## src/rtl/ctr_pkg.sv

```systemverilog
// ctr_pkg: types and constants shared by the ctr_arb slice.
//   arb_state_e : arbiter sequencing states (FLUSH / IDLE / OWN).
//   CTR_OW      : width of the shared ctr O output.
//   O_*         : named ctr output values, by ctr state and ctrl input.
package ctr_pkg;

  typedef enum logic [1:0] {
    FLUSH = 2'd0,  // ctr held in reset for one cycle between owners
    IDLE  = 2'd1,  // arbitration cycle
    OWN   = 2'd2   // a requester owns the ctr
  } arb_state_e;

  localparam int CTR_OW = 4;

  localparam logic [CTR_OW-1:0] O_S0_CTRL1 = 4'd6;
  localparam logic [CTR_OW-1:0] O_S0_CTRL0 = 4'd3;
  localparam logic [CTR_OW-1:0] O_S1_CTRL1 = 4'd1;
  localparam logic [CTR_OW-1:0] O_S2_CTRL1 = 4'd1;

endpackage

```

## src/rtl/ctr_arb_if.sv

```systemverilog
// ctr_arb_if: bundle of the requester-side and ctr-side signals of ctr_arb.
//   slave modport  : the arbiter's view (takes req/ctrl_in/ctr_O, drives the rest).
//   master modport : the surrounding logic's view (requesters plus the shared ctr).
//   req, ctrl_in   : per-requester level request and ctrl bit.
//   ctr_O          : output of the shared ctr.
//   ctr_rst/ctr_ctrl : reset and ctrl inputs of the shared ctr.
//   gnt, gnt_id    : one-hot grant and index of current/last grantee.
//   o_data/o_valid : forwarded ctr output and its one-hot owner tag.
//   timeout, busy  : grant-revoked pulse and not-idle flag.
interface ctr_arb_if
  import ctr_pkg::*;
#(
  parameter int NREQ = 4,
  parameter int IDW  = (NREQ > 1) ? $clog2(NREQ) : 1
) ();

  logic [NREQ-1:0]   req;
  logic [NREQ-1:0]   ctrl_in;
  logic [CTR_OW-1:0] ctr_O;
  logic              ctr_rst;
  logic              ctr_ctrl;
  logic [NREQ-1:0]   gnt;
  logic [IDW-1:0]    gnt_id;
  logic [CTR_OW-1:0] o_data;
  logic [NREQ-1:0]   o_valid;
  logic              timeout;
  logic              busy;

  modport slave (
    input  req, ctrl_in, ctr_O,
    output ctr_rst, ctr_ctrl, gnt, gnt_id, o_data, o_valid, timeout, busy
  );

  modport master (
    output req, ctrl_in, ctr_O,
    input  ctr_rst, ctr_ctrl, gnt, gnt_id, o_data, o_valid, timeout, busy
  );

endinterface

```

## src/rtl/ctr_arb_rr_pick.sv

```systemverilog
// rr_pick: combinational round-robin priority picker.
//   req_i : request vector.
//   ptr_i : highest-priority index; scanning goes upward and wraps to 0.
//   gnt_o : one-hot winner (all zero when nothing requests).
//   idx_o : winner index (0 when nothing requests).
//   any_o : at least one request present.
module rr_pick
  import ctr_pkg::*;
#(
  parameter int NREQ = 4,
  parameter int IDW  = (NREQ > 1) ? $clog2(NREQ) : 1
) (
  input  logic [NREQ-1:0] req_i,
  input  logic [IDW-1:0]  ptr_i,
  output logic [NREQ-1:0] gnt_o,
  output logic [IDW-1:0]  idx_o,
  output logic            any_o
);

  // (p + k) mod NREQ for p < NREQ and k < NREQ: one conditional subtract suffices.
  function automatic logic [IDW-1:0] wrap_idx(input logic [IDW-1:0] p, input int k);
    int s;
    s = int'(p) + k;
    if (s >= NREQ) s = s - NREQ;
    return IDW'(s);
  endfunction

  // cand[k] is the requester sitting k positions above the pointer.
  logic [IDW-1:0] cand [NREQ];

  genvar gi;
  generate
    for (gi = 0; gi < NREQ; gi++) begin : g_cand
      assign cand[gi] = wrap_idx(ptr_i, gi);
    end
  endgenerate

  // Scan from the farthest candidate down so the nearest one wins last.
  always_comb begin
    idx_o = '0;
    any_o = 1'b0;
    for (int k = NREQ - 1; k >= 0; k--) begin
      if (req_i[cand[k]]) begin
        idx_o = cand[k];
        any_o = 1'b1;
      end
    end
  end

  generate
    for (gi = 0; gi < NREQ; gi++) begin : g_onehot
      assign gnt_o[gi] = any_o && (idx_o == IDW'(gi));
    end
  endgenerate

endmodule

```

## src/rtl/ctr_arb.sv

```systemverilog
// ctr_arb: round-robin arbiter that time-shares one ctr FSM among NREQ
// requesters. The owner's ctrl bit is steered into the ctr and the ctr output
// is tagged back to it; a one-cycle ctr reset separates consecutive owners so
// every grant starts from ctr state 0.
//   clk, rst : clock and synchronous active-high reset.
//   bus      : ctr_arb_if slave modport (requests, ctrl bits, ctr I/O, grant,
//              forwarded data/valid, timeout pulse, busy).
module ctr_arb
  import ctr_pkg::*;
#(
  parameter int NREQ     = 4,
  parameter int MAX_HOLD = 16,
  parameter int IDW      = (NREQ > 1) ? $clog2(NREQ) : 1
) (
  input logic        clk,
  input logic        rst,
  ctr_arb_if.slave   bus
);

  localparam int             HW        = (MAX_HOLD > 0) ? $clog2(MAX_HOLD + 1) : 1;
  localparam bit             HOLD_EN   = (MAX_HOLD > 0);
  localparam logic [HW-1:0]  HOLD_LAST = HW'((MAX_HOLD > 0) ? MAX_HOLD - 1 : 0);
  localparam logic [IDW-1:0] LAST_IDX  = IDW'(NREQ - 1);

  arb_state_e      state_q, state_d;
  logic [NREQ-1:0] gnt_q, gnt_d;
  logic [IDW-1:0]  gnt_id_q, gnt_id_d;
  logic [IDW-1:0]  rr_q, rr_d;
  logic [HW-1:0]   hold_q, hold_d;
  logic [NREQ-1:0] o_valid_q, o_valid_d;
  logic            timeout_q, timeout_d;

  logic [NREQ-1:0] pick_oh;
  logic [IDW-1:0]  pick_idx;
  logic            pick_any;

  rr_pick #(
    .NREQ (NREQ),
    .IDW  (IDW)
  ) u_pick (
    .req_i (bus.req),
    .ptr_i (rr_q),
    .gnt_o (pick_oh),
    .idx_o (pick_idx),
    .any_o (pick_any)
  );

  always_comb begin
    state_d   = state_q;
    gnt_d     = gnt_q;
    gnt_id_d  = gnt_id_q;
    rr_d      = rr_q;
    hold_d    = hold_q;
    o_valid_d = '0;
    timeout_d = 1'b0;

    unique case (state_q)
      FLUSH: state_d = IDLE;

      IDLE: begin
        if (pick_any) begin
          state_d  = OWN;
          gnt_d    = pick_oh;
          gnt_id_d = pick_idx;
          hold_d   = '0;
        end
      end

      OWN: begin
        // A dropped request takes precedence over the hold limit, so a
        // coincident drop never raises timeout.
        if (!bus.req[gnt_id_q] || (HOLD_EN && hold_q == HOLD_LAST)) begin
          state_d   = FLUSH;
          gnt_d     = '0;
          rr_d      = (gnt_id_q == LAST_IDX) ? '0 : gnt_id_q + IDW'(1);
          timeout_d = bus.req[gnt_id_q];
        end else begin
          // ctr_O lags ctr_ctrl by one cycle, so data is tagged valid from
          // the second ownership cycle on.
          o_valid_d = gnt_q;
          if (hold_q != '1) hold_d = hold_q + HW'(1);
        end
      end

      default: state_d = FLUSH;
    endcase
  end

  always_ff @(posedge clk) begin
    if (rst) begin
      state_q   <= FLUSH;
      gnt_q     <= '0;
      gnt_id_q  <= '0;
      rr_q      <= '0;
      hold_q    <= '0;
      o_valid_q <= '0;
      timeout_q <= 1'b0;
    end else begin
      state_q   <= state_d;
      gnt_q     <= gnt_d;
      gnt_id_q  <= gnt_id_d;
      rr_q      <= rr_d;
      hold_q    <= hold_d;
      o_valid_q <= o_valid_d;
      timeout_q <= timeout_d;
    end
  end

  // rst is ORed in so the ctr is held in reset from the first rst cycle,
  // before the state register has been forced to FLUSH.
  assign bus.ctr_rst  = rst || (state_q == FLUSH);
  assign bus.ctr_ctrl = (state_q == OWN) && bus.ctrl_in[gnt_id_q];
  assign bus.gnt      = gnt_q;
  assign bus.gnt_id   = gnt_id_q;
  assign bus.o_data   = bus.ctr_O;
  assign bus.o_valid  = o_valid_q;
  assign bus.timeout  = timeout_q;
  assign bus.busy     = (state_q != IDLE);

endmodule

```

## src/flat_wrapper.sv

```systemverilog
// flat-port wrapper written by rule: the top's interface ports become plain ports
module ctr_arb_flat import ctr_pkg::*;
#(
  parameter int NREQ     = 4,
  parameter int MAX_HOLD = 16,
  parameter int IDW      = (NREQ > 1) ? $clog2(NREQ) : 1
)
  (clk, rst, bus_req, bus_ctrl_in, bus_ctr_O, bus_ctr_rst, bus_ctr_ctrl, bus_gnt, bus_gnt_id, bus_o_data, bus_o_valid, bus_timeout, bus_busy);
  ctr_arb_if #(.NREQ(NREQ), .IDW(IDW)) bus_i ();
  input logic clk;
  input logic rst;
  input wire logic [$bits(bus_i.req)-1:0] bus_req;
  input wire logic [$bits(bus_i.ctrl_in)-1:0] bus_ctrl_in;
  input wire logic [$bits(bus_i.ctr_O)-1:0] bus_ctr_O;
  output wire logic [$bits(bus_i.ctr_rst)-1:0] bus_ctr_rst;
  output wire logic [$bits(bus_i.ctr_ctrl)-1:0] bus_ctr_ctrl;
  output wire logic [$bits(bus_i.gnt)-1:0] bus_gnt;
  output wire logic [$bits(bus_i.gnt_id)-1:0] bus_gnt_id;
  output wire logic [$bits(bus_i.o_data)-1:0] bus_o_data;
  output wire logic [$bits(bus_i.o_valid)-1:0] bus_o_valid;
  output wire logic [$bits(bus_i.timeout)-1:0] bus_timeout;
  output wire logic [$bits(bus_i.busy)-1:0] bus_busy;
  assign bus_i.req = bus_req;
  assign bus_i.ctrl_in = bus_ctrl_in;
  assign bus_i.ctr_O = bus_ctr_O;
  assign bus_ctr_rst = bus_i.ctr_rst;
  assign bus_ctr_ctrl = bus_i.ctr_ctrl;
  assign bus_gnt = bus_i.gnt;
  assign bus_gnt_id = bus_i.gnt_id;
  assign bus_o_data = bus_i.o_data;
  assign bus_o_valid = bus_i.o_valid;
  assign bus_timeout = bus_i.timeout;
  assign bus_busy = bus_i.busy;
  ctr_arb #(.NREQ(NREQ), .MAX_HOLD(MAX_HOLD), .IDW(IDW)) u_core (.clk(clk), .rst(rst), .bus(bus_i));
endmodule
```

## config.mk

```make
export PLATFORM = sky130hd
export DESIGN_NAME = ctr_arb_flat
export DESIGN_NICKNAME = d
export VERILOG_FILES = /design/src/rtl/ctr_pkg.sv /design/src/rtl/ctr_arb_if.sv /design/src/rtl/ctr_arb_rr_pick.sv /design/src/rtl/ctr_arb.sv /design/src/flat_wrapper.sv
export SDC_FILE = /design/constraint.sdc
export NUM_CORES = 1
export LEC_CHECK = 0
export BUFFER_PORTS_ARGS = -buffer_cell sky130_fd_sc_hd__buf_2
export CAP_MARGIN = 25
export CORE_MARGIN = 8
export CORE_UTILIZATION = 49
export CTS_CLUSTER_DIAMETER = 30
export DETAILED_ROUTE_END_ITERATION = 10
export PLACE_DENSITY = 0.8
export SETUP_SLACK_MARGIN = 0.3
export SYNTH_ARGS = -nofsm -noshare
export SYNTH_HDL_FRONTEND = slang
export SYNTH_SLANG_ARGS = --single-unit
```

## constraint.sdc

```tcl
create_clock -name clk -period 2.7 [get_ports clk]
set_clock_uncertainty 0.1 [all_clocks]
set_input_delay 0.27 -clock clk [delete_from_list [all_inputs] [get_ports clk]]
set_output_delay 0.27 -clock clk [all_outputs]
set_load 0.02 [all_outputs]
```

# [Word-level counts from Yosys, hierarchy flattened]
# Cells that the tools add are included.
[totals] register_bits=20 in_bits=14 output_inout_bits=18 elab_cells=93
[op_classes] addsub=9 order_cmp=9 n_eq_ne=13 muxes=35 bitwise=2 reduce_logical=18
[op_table] operator="2-bit 2-to-1 mux" n=11
[op_table] operator="2-bit by 3-bit less-than comparator with 1-bit output, second input constant" n=5
[op_table] operator="5-bit 2-to-1 mux" n=3
[op_table] operator="1-bit binary-select mux with 2-bit select" n=6
[op_table] operator="1-bit 2-to-1 mux" n=10
[op_table] operator="5-bit one-hot mux with 2 select lines" n=1
[op_table] operator="3-bit greater-or-equal comparator, second input constant" n=3
[op_table] operator="2-bit == test, second input constant" n=4
[op_table] operator="4-bit 2-to-1 mux" n=2
[op_table] operator="4-bit one-hot mux with 2 select lines" n=1
[op_table] operator="2-bit AND reduction" n=4
[op_table] operator="2-bit by 1-bit subtractor with 2-bit output, second input constant" n=4
[op_table] operator="2-bit by 2-bit adder with 3-bit output, second input constant" n=2
[op_table] operator="2-bit by 1-bit inequality test with 1-bit output, second input constant" n=3
[op_table] operator="2-bit one-hot mux with 3 select lines" n=1
[op_table] operator="5-bit by 1-bit adder with 5-bit output, second input constant" n=1
[op_table] operator="5-bit by 4-bit == test with 1-bit output, second input constant" n=1
[op_table] operator="1-bit logical AND" n=5
[op_table] operator="5-bit inequality test, second input constant" n=1
[op_table] operator="2-bit by 1-bit == test with 1-bit output, second input constant" n=2
[op_table] operator="2-bit zero test" n=2
[op_table] operator="2-bit inequality test, second input constant" n=2
[op_table] operator="4-bit AND reduction" n=1
[op_table] operator="2-bit by 1-bit adder with 3-bit output, second input constant" n=1
[op_table] operator="other kinds (8)" n=10

# [Logic depth before layout (Yosys ltp)]
[depth] depth_word=13 mapped_depth=8 mapped_depth_nobuf=7

# [Hierarchy]
# A second synthesis with hierarchy kept.
[unflattened] cells_unflattened=125 hier_area_um2=1119.8
[by_module_without_submodules] module="ctr_arb" instances=1 cells_per_inst=92 area_per_inst_um2=908.4 seq_area_each_um2=400.4
[by_module_without_submodules] module="rr_pick" instances=1 cells_per_inst=33 area_per_inst_um2=211.5 seq_area_each_um2=0.0

# [Worst setup path before layout]
# No wires, ideal clock.
[synth_path] path_kind="reg-to-reg" startpoint="reg u_core.hold_q[0]" endpoint="reg u_core.hold_q[0]" setup_time_ns=0.072 arrival_time_ns=1.812 required_ns=2.528 setup_slack_ns=0.716 stages_incl_launch_ff=9 n_path_buf=1 synth_period_minus_slack_ns=1.984 cell_sequence="dfxtp_1 -> ha_1 -> and3_1 -> ha_1 -> nor2b_1 -> a22oi_2 -> buf_6 -> or3_1 -> a21oi_1"
[synth_via] elab_chain_len=4 elab_cells_between_ends=10 classes_between="1 x add/sub; 4 x eq/ne; 3 x mux; 2 x reduce/logical"
[synth_rtl] item="start: declaration" line_no="ctr_arb.sv:29" text="logic [HW-1:0] hold_q, hold_d;"
[synth_rtl] item="start signal: assignment" line_no="ctr_arb.sv:103" text="hold_q <= hold_d;"
[synth_rtl] item="5-bit by 1-bit adder with 5-bit output or 5-bit by 4-bit == test with 1-bit output (tied branches)" line_no="ctr_arb.sv:81, ctr_arb.sv:72"
[synth_rtl] item="5-bit 2-to-1 mux or 1-bit logical OR (tied branches)" line_no="ctr_arb.sv:81, ctr_arb.sv:72"
[synth_rtl] item="5-bit 2-to-1 mux or 2-bit inequality test (tied branches)"
[synth_rtl] item="5-bit one-hot mux with 2 select lines or 4-bit AND reduction (tied branches)"
# Several ways; a longest one is shown, not always the timed one. The select of a mux whose other input is x is not followed.
# A chain may end at the register's enable or synchronous reset.

# [Worst setup path in the final report]
[layout_path] startpoint="reg u_core.hold_q[0]" endpoint="reg u_core.hold_q[3]"
# The elaborated chain is that of the path after synthesis.

==> summary.json <==
{
  "floorplanning": {
    "standard_cell_rows": 16,
    "die_width_um": 62.0,
    "io_pins": 32,
    "core_um2": 1980,
    "fp.dieArea_um2": 3850,
    "initial_core_utilization_pct": 52.3,
    "chip_height_um": 62.0
  },
  "clock_tree": {
    "post_cts_hold_buffer_count": 0,
    "clkSlewWorstSetupHoldPaths_ns": 0.11,
    "numCtsBuffers": 3,
    "cts_tree": "done",
    "maximum_root_to_sink_buffer_count": 2,
    "clock_insertion_delay_worst_skew_ns": 0.31,
    "numClockSinks": 20,
    "clk_root_buffer_cell": "sky130_fd_sc_hd__clkbuf_4",
    "cts_resized": 0,
    "htreeDepth": 1,
    "post_cts.repair.setup_buffers": 0
  },
  "critical_path": {
    "critPathLaunch": "u_core.hold_q[0]",
    "cpPeakStageDelay_ns": 0.36,
    "critical_path_type": "reg -> reg",
    "crit_path_end_kind": "register",
    "cp_common_cell": "sky130_fd_sc_hd__ha_1",
    "cp_data_arrival_time_ns": 2.25,
    "worst-path-buf-inv": 0,
    "timing.critical_path.required_ns": 2.85,
    "cp_cell_sequence": "ha_1, and3_1, ha_1, nor3b_1, nand4_1, or3_1, a21oi_1",
    "start_kind": "register",
    "worstReg2RegStart": "u_core.hold_q[0]",
    "cpLargestDelayFamily": "simple AND/OR/NAND/NOR gates",
    "critical_path_peak_fanout": 4,
    "worst_path_max_delay_cell": "sky130_fd_sc_hd__dfxtp_1"
  },
  "synthesis": {
    "synth_seq_cells": 20,
    "synth_async_reset_ratio_pct": 0,
    "synth-warning-count": 0,
    "synth_area_per_cell_um2": 9.26,
    "commonest_register_cell_after_synthesis": "sky130_fd_sc_hd__dfxtp_1",
    "syn_inst": 112,
    "synth_fp_nets": 130,
    "synth_enable_flop_cells": 0,
    "syn-cell-area_um2": 1040,
    "synth_cell_types": 36,
    "sequential_cell_area_fraction_in_the_yosys_report_pct": 38.6
  },
  "timing": {
    "period_share_pct": 78.0,
    "finalSetupTns_ns": 0,
    "finalWorstSetupSlack_ns": 0.594,
    "fmax_mhz": 475,
    "finalSetupViolCount": 0,
    "final_hold_viol_count": 0,
    "worst_slew_pin_slew_ns": 0.662,
    "rsz0062_at_grt": "false",
    "worst_slew_margin_rel_pct": 55.4,
    "period_minus_slack_ns": 2.11,
    "slew_violations": 0
  },
  "routing": {
    "routed_wire_length_per_instance_um": 13.9,
    "route.final.wire_length_mm": 2.22,
    "dr_total_vias": 916,
    "viasPerCell": 5.73,
    "detailedRoute.firstPassIterationCount": 4,
    "drt-initial-drc-count": 28,
    "drc_errors": 0,
    "final_ant_viol_nets": 0
  },
  "cells_and_area": {
    "area_growth_pct": 13.5,
    "final-instance-count-excl-fill": 160,
    "final_common_cell": "sky130_fd_sc_hd__buf_2",
    "final_util_pct": 59.4,
    "num-nets-final": 152,
    "share_of_final_layout_standard_cells_stronger_than_drive_strength_1_pct": 24.1,
    "antennaDiodeCount": 0,
    "final_cell_mix": "23 x sky130_fd_sc_hd__buf_2, 20 x sky130_fd_sc_hd__dfxtp_1, 11 x sky130_fd_sc_hd__nor2_1, 7 x sky130_fd_sc_hd__o21ai_0, 7 x sky130_fd_sc_hd__a21oi_1"
  },
  "power": {
    "power.density_nw_per_um2": 501,
    "total_leakage_power_nw": 0.493,
    "report.power.total_mw": 0.590,
    "max-vdd-ir-drop_mv": 0.403
  },
  "global_routing": {
    "number_of_antenna_violations_at_the_first_check_in_global_routing": 0,
    "grt-ovfl-total": 0,
    "grt_pass1_wl_mm": 3.64,
    "total_grt_usage_pct": 12.7,
    "grt_start_max_net_pins": 12,
    "grt_pass1_vias": 857
  },
  "min_path": {
    "hp-class": "in -> reg",
    "min_from": "rst"
  },
  "job": {
    "cap_violations": 0
  },
  "place": {
    "placed_cells": 156,
    "routabilityCongestion": 0.856,
    "dp_worst_setup_slack_ns": 0.642,
    "detailed_place_hpwl_mm": 1.72,
    "io_buffer_count": 23
  },
  "run_status": {
    "run_status": "finished clean"
  }
}
synth_stat cells (all sizes together), types with 3 or more instances:
library cell	count	share of area (%)
ha	4	4.8
buf	5	4.0
dfxtp	20	39
or3	5	3.0
nand2b	5	3.0
and2	5	3.0
a21oi	7	3.4
inv	4	1.4
nand2	3	1.1
nor2b	4	2.4
a32o	4	3.9
mux2i	3	2.9
o21ai	7	3.4
nor2	11	4.0
layout make-up:
type	count	area (um2)
Fill cell	172	805
Sequential cell	20	400
Inverter	4	15.0
Tap cell	27	33.8
Clock buffer	4	36.3
Timing Repair Buffer	23	115
Multi-Input combinational cell	82	577
metrics by stage:
| step | area (um2) | hold slack [ns] |
|---|---|---|
| after floorplan | 1040 | 0.339 |
| after detailed placement | 1140 | 0.373 |
| after CTS | 1180 | 0.147 |
| after global placement | 1140 | 0.366 |
| after global routing | 1180 | 0.161 |
| final | 1180 | 0.163 |
power by group:
part           leakage (nW)  switching (mW)  total [mW]  internal [mW]
clock                0.0210          0.0922       0.175         0.0825
combinational         0.310          0.0623       0.101         0.0391
sequential            0.162         0.00984       0.314          0.304
total                 0.493           0.164       0.590          0.426
flip-flops by register name, summed over array words and instances, names as in the netlist:
signal              cells
u_core.hold_q           5
u_core.bus.gnt          4
u_core.bus.o_valid      4
u_core.bus.gnt_id       2
u_core.rr_q             2
u_core.state_q          2
u_core.bus.timeout      1
routing by layer:
layer | GRT usage, % | share of wire [%] | routed length, um | vias up
li1 | - | - | - | 458
met1 | 14.5 | 44 | 972 | 415
met2 | 20.4 | 46 | 1030 | 38
met3 | 4.94 | 7.9 | 174 | 5
met4 | 5.84 | 1.9 | 42 | 0
met5 | 0 | 0 | 0 | -
worst paths after layout:
| kind | cells past startpoint | endpoint | slack (ns) |
|---|---|---|---|
| worst min register to register | 1 | u_core.bus.o_valid[2] | 0.39 |
| worst max register to register | 7 | u_core.hold_q[3] | 0.59 |
| worst min-delay path | 2 | u_core.bus.gnt_id[1] | 0.16 |
| worst max-delay path | 7 | u_core.hold_q[3] | 0.59 |
kinds of logic after synthesis:
logic type,count (synthesis),share of synthesized area [%]
compound gates,29,20.3
fa+ha+maj,4,4.83
buf+inv,10,5.79
flops,20,38.6
mux,6,7.60
simple gates,43,22.9
(Power assumes the default switching activity.)
